$ cat config.mk
export PLATFORM = sky130hd
export DESIGN_NAME = mux_nch_buf
export DESIGN_NICKNAME = d
export VERILOG_FILES = /design/src/rtl/mux_nch_buf.sv
export SDC_FILE = /design/constraint.sdc
export NUM_CORES = 1
export LEC_CHECK = 0
export BUFFER_PORTS_ARGS = -buffer_cell sky130_fd_sc_hd__buf_2
export CAP_MARGIN = 15
export CORE_AREA = 4 4 76 78
export DETAILED_ROUTE_END_ITERATION = 16
export DIE_AREA = 0 0 80 82
export PLACE_DENSITY = 0.7
export SKIP_CTS_REPAIR_TIMING = 1
export SYNTH_ARGS = -nofsm -noshare
export SYNTH_HDL_FRONTEND = slang
export SYNTH_SLANG_ARGS = --single-unit
$ cat constraint.sdc
create_clock -name clk -period 2.43 [get_ports clk]
set_clock_uncertainty 0.05 [all_clocks]
set_input_delay 0.243 -clock clk [delete_from_list [all_inputs] [get_ports clk]]
set_output_delay 0.243 -clock clk [all_outputs]
set_load 0.005 [all_outputs]
$ cat src/rtl/mux_nch_buf.sv
// N-channel selector feeding a small first-word-fall-through FIFO.
// Words from the channel chosen by select are buffered and presented downstream with backpressure.
module mux_nch_buf #(
    parameter int D_WIDTH = 8,
    parameter int N_CH    = 4,
    parameter int SEL_W   = 4,
    parameter int DEPTH   = 4
) (
    input  logic                       clk,
    input  logic                       rst,
    input  logic [SEL_W-1:0]           select,
    input  logic [N_CH*D_WIDTH-1:0]    data_i,
    input  logic [N_CH-1:0]            valid_i,
    output logic [N_CH-1:0]            ready_o,
    output logic [D_WIDTH-1:0]         data_o,
    output logic                       valid_o,
    input  logic                       ready_i,
    output logic [$clog2(DEPTH):0]     level_o,
    output logic                       sel_err_o
);

    localparam int PW = $clog2(DEPTH);
    localparam int LW = PW + 1;

    logic [D_WIDTH-1:0] mem [DEPTH];
    logic [D_WIDTH-1:0] ch_data [N_CH];

    logic [PW-1:0]      wr_ptr_reg, rd_ptr_reg;
    logic [PW-1:0]      rd_ptr_next;
    logic [LW-1:0]      level_reg, level_next, level_after_pop;
    logic [D_WIDTH-1:0] head_reg;
    logic               sel_err_reg;

    logic [D_WIDTH-1:0] sel_data;
    logic               sel_valid;
    logic               sel_in_range;
    logic               full;
    logic               push, pop;

    assign full         = (level_reg == LW'(DEPTH));
    assign sel_in_range = ({1'b0, select} < (SEL_W + 1)'(N_CH));

    generate
        for (genvar gi = 0; gi < N_CH; gi++) begin : g_ch
            assign ch_data[gi] = data_i[gi*D_WIDTH +: D_WIDTH];
            assign ready_o[gi] = (select == SEL_W'(gi)) && !full;
        end
    endgenerate

    // An out-of-range select matches no channel, so it never pushes.
    always_comb begin
        sel_data  = '0;
        sel_valid = 1'b0;
        for (int k = 0; k < N_CH; k++) begin
            if (select == SEL_W'(k)) begin
                sel_data  = ch_data[k];
                sel_valid = valid_i[k];
            end
        end
    end

    assign valid_o = (level_reg != '0);
    assign push    = sel_valid && sel_in_range && !full;
    assign pop     = valid_o && ready_i;

    always_comb begin
        level_after_pop = level_reg - LW'(pop);
        level_next      = level_after_pop + LW'(push);
        rd_ptr_next     = rd_ptr_reg + PW'(pop);
    end

    always_ff @(posedge clk) begin
        if (!rst && push) begin
            mem[wr_ptr_reg] <= sel_data;
        end
    end

    // Head register: registered read of the new head, bypassing the incoming word
    // when the FIFO would otherwise be empty after this edge's pop.
    always_ff @(posedge clk) begin
        if (rst) begin
            wr_ptr_reg  <= '0;
            rd_ptr_reg  <= '0;
            level_reg   <= '0;
            head_reg    <= '0;
            sel_err_reg <= 1'b0;
        end else begin
            wr_ptr_reg  <= wr_ptr_reg + PW'(push);
            rd_ptr_reg  <= rd_ptr_next;
            level_reg   <= level_next;
            sel_err_reg <= !sel_in_range;
            if (level_next == '0) begin
                head_reg <= '0;
            end else if (push && (level_after_pop == '0)) begin
                head_reg <= sel_data;
            end else begin
                head_reg <= mem[rd_ptr_next];
            end
        end
    end

    assign data_o    = head_reg;
    assign level_o   = level_reg;
    assign sel_err_o = sel_err_reg;

endmodule

# Yosys cells after proc, flatten, opt, wreduce, memory -nomap -nowiden
# Memories as Yosys holds them, arrays and structs flattened.
# Index checks and enable logic that the tools add are counted.
# totals
regBits	16
latchBits	0
mem_bits_rw	32
rom_bits	0
inputBits	43
wordCells	43
mem_count	1
# memory_table
name	words	word_bits	rd	rd_clocked_by_memory_dff	write_ports	line	source
mem	4	8	1	0	1	25	logic [D_WIDTH-1:0] mem [DEPTH];
# op_classes
add_sub_neg	4
multipliers	0
n_div	0
n_lt_le_gt_ge	1
n_eq_ne	4
shifts	0
muxes	11
bitwise	0
reduce_logical	17
# op_table
cell	n
$mux 8	5
$logic_and 1x1->1	9
$eq 4x2->1 const B	2
$logic_not 3->1	2
$mux 1	6
$add 2x1->2	2
$eq 4x1->1 const B	1
$logic_not 4->1	1
$lt 4x3->1 const B	1
$add 3x1->3	1
$eq 3x3->1 const B	1
$logic_not 1->1	3
$reduce_bool 3->1	1
$sub 3x1->3	1
$reduce_or 2->1	1

# Depth between registers and ports, before layout
# Gate-level depths: netlist of the first run.
# depth
ltp_word	10
ltp_mapped	9
ltp_nobuf	9

# Worst setup path after synthesis of the first run
# No wires, ideal clock.
# synth_timing
path_type	input to register
startpoint	input port select[3]
endpoint	memory mem[0][0] (enable)
setup_ns	0.383
arrival_time_ns	1.873
path_slack_ns	0.124
path_stages	4
n_path_buf	0
path_cell_list	or2_2 -> a221o_2 -> or3_4 -> nor3_1
# synth_via
elab_chain_len	10
word_cells_on_any_way	14
cone_classes	order compare (1); eq/ne (3); mux (6); reduce/logical (4)
# synth_lines
element	line	source
start: declaration	11	input logic [SEL_W-1:0] select,
$logic_not 4->1	55	if (select == SEL_W'(k)) begin
$mux 1 (4 in a row)	55	
$logic_and 1x1->1 * (2 in a row)	63	assign push = sel_valid && sel_in_range && !full;
$logic_and 1x1->1 *	73	if (!rst && push) begin
$mux 1 *	73	
$mux 1 (not written as such) *	74	mem[wr_ptr_reg] <= sel_data;
end: declaration	25	
# Every way passes the cells marked *; elsewhere a longest branch is shown, timed or not.

# Worst setup path after layout of the first run
# layout_timing
startpoint	register level_reg[0], in the netlist level_o[0]
endpoint	register head_reg[2], in the netlist data_o[2]
# layout_via
elab_chain_len	6
word_cells_on_any_way	14
cone_classes	add/sub (3); eq/ne (1); mux (1); reduce/logical (8); memory (1)
# layout_lines
element	line	source
start: declaration	30	logic [LW-1:0] level_reg, level_next, level_after_pop;
start signal: assignment	90	level_reg <= level_next;
$reduce_bool 3->1 / $eq 3x3->1 (equally long branches)	62, 40	
$logic_and 1x1->1 / $logic_not 1->1 (equally long branches)	64, 63	
$sub 3x1->3 / $logic_and 1x1->1 (equally long branches)	67, 63	
$add 3x1->3 / $logic_not 3->1 (equally long branches)	68, 94	
$logic_not 3->1 / $logic_and 1x1->1 (equally long branches)	92, 94	
$reduce_or 2->1 (no source line) / $mux 8 (equally long branches)	n/a	
end signal: assignment	95	head_reg <= sel_data;
end signal: assignment	97	head_reg <= mem[rd_ptr_next];
end: declaration	31	logic [D_WIDTH-1:0] head_reg;
# Several ways; a longest one is shown, not always the timed one.
# A chain may end at the register's enable or synchronous reset.

==> impl_table.tex, run 1 <==
\begin{tabular}{lr}
\hline
Metric & Value \\
\hline
\multicolumn{2}{l}{\textbf{Route}} \\
\quad Avg WL per Cell & 16.73 microns \\
\quad Average via count per standard cell & 5.118 \\
\quad Remaining number of nets flagged by the antenna check after routing & 0 \\
\quad Aggregate routed wire length & 4.968 mm \\
\quad Vias post-DR & 1,520 \\
\quad Length of the first detailed-routing pass in iterations & 4 \\
\quad Remaining DRCs & 0 \\
\quad Drt initial violations & 122 \\
\multicolumn{2}{l}{\textbf{Power}} \\
\quad Overall power & 2501 uW \\
\quad Maximum VDD drop & 0.3782 mV \\
\quad Static Leakage & 0.001121 uW \\
\quad Pwr Density & 890.5 mW/mm\^{}2 \\
\multicolumn{2}{l}{\textbf{Placed design}} \\
\quad Final HPWL from detailed placement & 3.669 mm \\
\quad Routability congestion estimate from global placement & 0.8063 \\
\quad Placed insts & 289 \\
\quad Number of buffers inserted by port buffering & 59 \\
\multicolumn{2}{l}{\textbf{Critical path}} \\
\quad Critical path startpoint category & flop \\
\quad Critical path peak fanout & 8 \\
\quad Slowest cell on crit path & or3\_1 \\
\quad Most frequent cell on the critical path & ha\_1 \\
\quad Maximum cell stage delay along the critical path & 370 ps \\
\quad Endpoint class of the critical path & flop \\
\quad CP cell instances & or3\_1, and2\_1, ha\_4, inv\_1, ha\_1, ha\_1, xor2\_1, a21o\_2, a21oi\_1 \\
\quad Data required time at the worst endpoint & 2620 ps \\
\quad Crit path DAT & 2520 ps \\
\quad Worst setup path class & flop to flop \\
\multicolumn{2}{l}{\textbf{Die}} \\
\quad Placeable core region & 0.005075 sq mm \\
\quad Width of the die & 80 microns \\
\quad Overall die height & 82 microns \\
\quad Die area & 0.006560 sq mm \\
\quad Standard-cell row count & 26 \\
\quad Initial Utilization & 43.47\% \\
\quad \# IOs & 60 \\
\multicolumn{2}{l}{\textbf{STA}} \\
\quad Final setup violation count & 0 \\
\quad Setup repair after global routing missed its margin & no \\
\quad Final-report max-slew violation count & 0 \\
\quad Post-route minimum period & 2331 ps \\
\quad Maximum clock rate & 429.0 MHz \\
\quad Post-route fraction of the period consumed by the critical path & 95.92\% \\
\quad Worst-Margin Slew & 674.3 ps \\
\quad Final Hold Fails & 0 \\
\quad Slew Limit Headroom & 55.05\% \\
\quad Final setup TNS & 0 ps \\
\multicolumn{2}{l}{\textbf{Final layout}} \\
\quad Register containing the most flip-flops in the final layout & mem \\
\quad Non-Filler Instances & 297 \\
\quad Diodes inserted & 0 \\
\quad Number of nets in the final layout & 275 \\
\quad Layout overhead on the synthesized area & 27.34\% \\
\quad Fraction of layout instances using a drive strength above 1 & 47.14\% \\
\quad Util after Layout & 55.35\% \\
\quad Max reg flops & 32 \\
\quad Layout filler cell count & 446 \\
\multicolumn{2}{l}{\textbf{GRT}} \\
\quad Gr usage total & 16.57\% \\
\quad Initial antenna violation count & 0 \\
\quad Global-route wire length before repair & 7.976 mm \\
\quad GRT Residual Overflow & 0 \\
\quad Via count of the first global-routing pass & 1,607 \\
\quad Maximum number of pins on one net before global-route repair & 17 \\
\multicolumn{2}{l}{\textbf{Synth}} \\
\quad Main flop type after synthesis & edfxtp\_1 \\
\quad Syn Nets & 202 \\
\quad Post-synthesis instance total & 153 \\
\quad Sequential-to-total area share from yosys stat & 58.08\% \\
\quad Post-Syn Area & 0.002206 sq mm \\
\quad EDFF count, synth & 32 \\
\quad Post-synth cell types & 32 \\
\quad Average footprint of a synthesized cell & 14.42 sq um \\
\quad Number of synthesized register bits & 48 \\
\quad Share of async-settable or async-resettable flops after synthesis & 0\% \\
\quad Yosys warning total & 0 \\
\multicolumn{2}{l}{\textbf{Clocking}} \\
\quad TritonCTS clock tree & done \\
\quad Clock tree sinks & 48 \\
\quad Number of buffers created by CTS & 5 \\
\quad Htree depth & 2 \\
\quad Clock latency of the later-clocked register in the worst-skew pair & 300 ps \\
\quad Library cell used as clock root buffer & clkbuf\_8 \\
\quad Clock transition at path regs & 90 ps \\
\quad Largest buffer count on any clock path & 2 \\
\multicolumn{2}{l}{\textbf{Job}} \\
\quad Max-cap violation count & 0 \\
\multicolumn{2}{l}{\textbf{Hold path}} \\
\quad Worst min path class & input pin to flop \\
\multicolumn{2}{l}{\textbf{Outcome}} \\
\quad Status & complete, no violations \\
\hline
\end{tabular}
[metrics by stage]
stage	hold slack [ps]	instance area, sq um	setup slack [ps]
after CTS	185.6	2763	7.303
after global placement	498.2	2665	116.2
final	182.5	2809	99.13
after floorplan	363.2	2206	124.1
after global routing	192.2	2809	4.292
after detailed placement	501.2	2665	37.76
[cell usage after synthesis (4+ instances only)]
cell      number  share of area (%)
inv_1          6                1.0
a21oi_1        9                2.0
and2_1         9                2.6
nor2b_1        5                1.4
nand3_1        8                1.8
mux4_2        14                 14
nor3_1         4               0.91
ha_1           6                3.4
edfxtp_1      32                 44
nor2_1        10                1.7
o21ai_0        8                1.8
dfxtp_1       16                 15
[routing by layer]
layer | GRT usage (%) | vias to the layer above | wire length, microns
li1 | - | 735 | -
met1 | 21.21 | 711 | 2091
met2 | 27.57 | 68 | 2446
met3 | 3.509 | 6 | 352
met4 | 6.588 | 0 | 77
met5 | 0 | - | 0
[area by class of cell]
| type | instances | area, sq um | area share [%] |
|---|---|---|---|
| Clock inverter | 2 | 15.01 | 0.5345 |
| Tap cell | 70 | 87.58 | 3.118 |
| Inverter | 6 | 22.52 | 0.8018 |
| Sequential cell | 48 | 1281 | 45.61 |
| Clock buffer | 6 | 82.58 | 2.940 |
| Multi-Input combinational cell | 93 | 914.6 | 32.56 |
| Timing Repair Buffer | 72 | 405.4 | 14.43 |
[critical path, delay by kind of cell (launching register included)]
kind	cells	cell delay, ps
DFF	1	320
and+or+nand+nor	2	580
buffers and inverters	1	40
adders and majority gates	3	660
xor gates and xnor gates	1	180
AOI/OAI and AO/OA	2	450
[final timing paths]
kind / from / to / slack [ps] / cells after the start
worst min-delay path: rst / rd_ptr_reg[0] / 180 / 2
worst min register to register: wr_ptr_reg[1] / wr_ptr_reg[1] / 520 / 2
worst max register to register: level_o[0] / data_o[2] / 100 / 9
worst max-delay path: level_o[0] / data_o[2] / 100 / 9
[cell families after synthesis]
logic type | share of synthesized area, %
and+or+nand+nor | 10.44
AOI/OAI and AO/OA | 6.296
xor gates and xnor gates | 1.588
adders and majority gates | 3.403
DFF | 58.08
buffers and inverters | 2.552
muxes | 17.64
[placed cells by master, fill, tap and decap left out, drive strengths merged, types with 5 or more instances in the layout]
| cell | Yosys | layout |
|---|---|---|
| buf | 4 | 72 |
| edfxtp | 32 | 32 |
| dfxtp | 16 | 16 |
| mux4 | 16 | 16 |
| nor2 | 10 | 10 |
| and2 | 9 | 9 |
| a21oi | 9 | 9 |
| nand3 | 8 | 8 |
| o21ai | 8 | 8 |
| inv | 6 | 6 |
| clkbuf | 2 | 6 |
| ha | 6 | 6 |
| nor2b | 5 | 5 |
[where the power goes]
group          internal [uW]  leakage (uW)  switching, uW
clock network            230     0.0000434            272
registers                945      0.000427           23.5
logic                    531      0.000651            500
total                   1710       0.00112            795
Note: power is estimated with default switching activity, not from simulation.
==> inputs of run 2 (changes only) <==
--- a/config.mk
+++ b/config.mk
@@ -11,6 +11,7 @@
 export DETAILED_ROUTE_END_ITERATION = 16
 export DIE_AREA = 0 0 80 82
 export PLACE_DENSITY = 0.7
+export RECOVER_POWER = 50
 export SKIP_CTS_REPAIR_TIMING = 1
 export SYNTH_ARGS = -nofsm -noshare
 export SYNTH_HDL_FRONTEND = slang
==> impl_table.tex, run 2 (synthesis gave the netlist of run 1 again) <==
\begin{tabular}{lr}
\hline
Metric & Value \\
\hline
\multicolumn{2}{l}{\textbf{Outcome}} \\
\quad Status & complete, no violations \\
\multicolumn{2}{l}{\textbf{Die}} \\
\quad Die area & 0.006560 sq mm (unchanged) \\
\quad Standard-cell row count & 26 (unchanged) \\
\quad Initial Utilization & 43.47\% (unchanged) \\
\quad Width of the die & 80 microns (unchanged) \\
\quad Overall die height & 82 microns (unchanged) \\
\quad Placeable core region & 0.005075 sq mm (unchanged) \\
\quad \# IOs & 60 (unchanged) \\
\multicolumn{2}{l}{\textbf{Route}} \\
\quad Aggregate routed wire length & 4.986 mm (+0.36\%) \\
\quad Length of the first detailed-routing pass in iterations & 4 (unchanged) \\
\quad Remaining DRCs & 0 (unchanged) \\
\quad Avg WL per Cell & 16.79 microns (+0.36\%) \\
\quad Remaining number of nets flagged by the antenna check after routing & 0 (unchanged) \\
\quad Vias post-DR & 1,536 (+1.1\%) \\
\quad Max Used Layer & met4 \\
\quad Drt initial violations & 133 (+9.0\%) \\
\quad Routed length on met1 & 2.094 mm (+0.14\%) \\
\quad Met3 wire length & 364 microns (+3.4\%) \\
\quad Average via count per standard cell & 5.172 (+1.1\%) \\
\quad Routed wl met2 & 2.462 mm (+0.65\%) \\
\multicolumn{2}{l}{\textbf{Final layout}} \\
\quad Util after Layout & 54.93\% (-0.42 points) \\
\quad Max reg flops & 32 (unchanged) \\
\quad Layout overhead on the synthesized area & 26.38\% \\
\quad Diodes inserted & 0 (unchanged) \\
\quad Area taken by multi-input logic gates & 914.6 sq um (unchanged) \\
\quad Fraction of layout instances using a drive strength above 1 & 43.17\% (-4.0 points) \\
\quad Commonest cells after routing, fill and taps aside & buf\_2 (54), edfxtp\_1 (32), dfxtp\_1 (16) \\
\quad Most common library cell in the layout ignoring fill and taps & buf\_2 \\
\quad Register containing the most flip-flops in the final layout & mem \\
\quad Area taken by flip-flops and latches & 0.001281 sq mm (unchanged) \\
\quad Number of nets in the final layout & 275 (unchanged) \\
\quad Layout filler cell count & 457 (+2.5\%) \\
\multicolumn{2}{l}{\textbf{STA}} \\
\quad WHS & 180.3 ps (-2.207 ps) \\
\quad Final setup violation count & 0 (unchanged) \\
\quad Setup repair after global routing missed its margin & no \\
\quad Post-route minimum period & 2329 ps (-1.819 ps) \\
\quad Final setup TNS & 0 ps (unchanged) \\
\quad Slew Limit Headroom & 55.58\% (+0.54 points) \\
\quad Post-route fraction of the period consumed by the critical path & 95.85\% (about the same) \\
\quad Worst-Margin Slew & 666.3 ps (-8.041 ps) \\
\quad Maximum clock rate & 429.4 MHz (about the same) \\
\quad Final-report max-slew violation count & 0 (unchanged) \\
\quad Final Hold Fails & 0 (unchanged) \\
\multicolumn{2}{l}{\textbf{Hold path}} \\
\quad Worst min path class & input pin to flop \\
\multicolumn{2}{l}{\textbf{Job}} \\
\quad Max-cap violation count & 0 (unchanged) \\
\multicolumn{2}{l}{\textbf{Power}} \\
\quad Static Leakage & 0.001079 uW (-3.7\%) \\
\quad Maximum VDD drop & 0.3767 mV (-0.40\%) \\
\quad Pwr Density & 891.7 mW/mm\^{}2 (+0.13\%) \\
\multicolumn{2}{l}{\textbf{GRT}} \\
\quad Initial antenna violation count & 0 (unchanged) \\
\quad Via count of the first global-routing pass & 1,607 (unchanged) \\
\quad Gr usage total & 16.57\% (unchanged) \\
\quad Maximum number of pins on one net before global-route repair & 17 (unchanged) \\
\quad Global-route wire length before repair & 7.976 mm (unchanged) \\
\quad GRT Residual Overflow & 0 (unchanged) \\
\multicolumn{2}{l}{\textbf{Critical path}} \\
\quad Worst setup path class & flop to flop \\
\quad Critical path startpoint category & flop \\
\quad Data required time at the worst endpoint & 2620 ps (about the same) \\
\quad Endpoint class of the critical path & flop \\
\quad Crit path DAT & 2520 ps (about the same) \\
\quad Critical path peak fanout & 8 (unchanged) \\
\multicolumn{2}{l}{\textbf{Clocking}} \\
\quad Largest buffer count on any clock path & 2 (unchanged) \\
\quad Number of buffers created by CTS & 5 (unchanged) \\
\quad Clock tree sinks & 48 (unchanged) \\
\quad Clock transition at path regs & 90 ps (about the same) \\
\quad TritonCTS clock tree & done \\
\quad Clock latency of the later-clocked register in the worst-skew pair & 310 ps (about the same) \\
\quad Htree depth & 2 (unchanged) \\
\quad Library cell used as clock root buffer & clkbuf\_8 \\
\multicolumn{2}{l}{\textbf{Placed design}} \\
\quad Routability congestion estimate from global placement & 0.8063 (unchanged) \\
\quad Number of buffers inserted by port buffering & 59 (unchanged) \\
\quad Final HPWL from detailed placement & 3.669 mm (unchanged) \\
\hline
\end{tabular}
run 2: metrics by stage:
stage                     total power [uW]  worst slack, ps  instance area [sq um]  instances
after CTS                             2450            7.303                   2763        297
after floorplan                       1581            124.1                   2206        153
after global routing                  2641            6.454                   2788        297
final                                 2486            100.9                   2788        297
after global placement                1935            116.2                   2665        289
after detailed placement              1953            37.76                   2665        289
run 2: worst max-delay path, cell delays in order, from the launching register on:
cell and delay, ps:
dfxtp_1 310, or3_1 370, and2_1 210, ha_4 290
inv_1 40, ha_1 180, ha_1 190, xor2_1 180
a21o_2 310, a21oi_1 130
run 2: power by group:
| group | internal, uW | leakage, uW | switching (uW) |
|---|---|---|---|
| Sequential | 946 | 0.000427 | 23.3 |
| Combinational | 513 | 0.000609 | 497 |
| Clock | 230 | 0.0000434 | 276 |
| Total | 1690 | 0.00108 | 796 |
run 2: worst paths after layout:
kind / from / to / slack [ps] / depth (start not counted)
worst max register to register: level_o[0] / data_o[2] / 100 / 9
worst min register to register: wr_ptr_reg[1] / wr_ptr_reg[1] / 520 / 2
worst min-delay path: rst / rd_ptr_reg[0] / 180 / 2
worst max-delay path: level_o[0] / data_o[2] / 100 / 9
run 2: area by class of cell:
class,instances,area share [%]
sequential,48,45.96
multi-input combinational,93,32.81
timing repair buffer,72,13.78
tap,70,3.142
clock buffer,6,2.962
inverter,6,0.8079
clock inverter,2,0.5386
run 2: metal layers:
layer / track usage [%] / vias to the layer above
met4: 6.588 / 0
met5: 0 / -
met3: 3.509 / 4
met1: 21.21 / 726
met2: 27.57 / 69
li1: - / 737
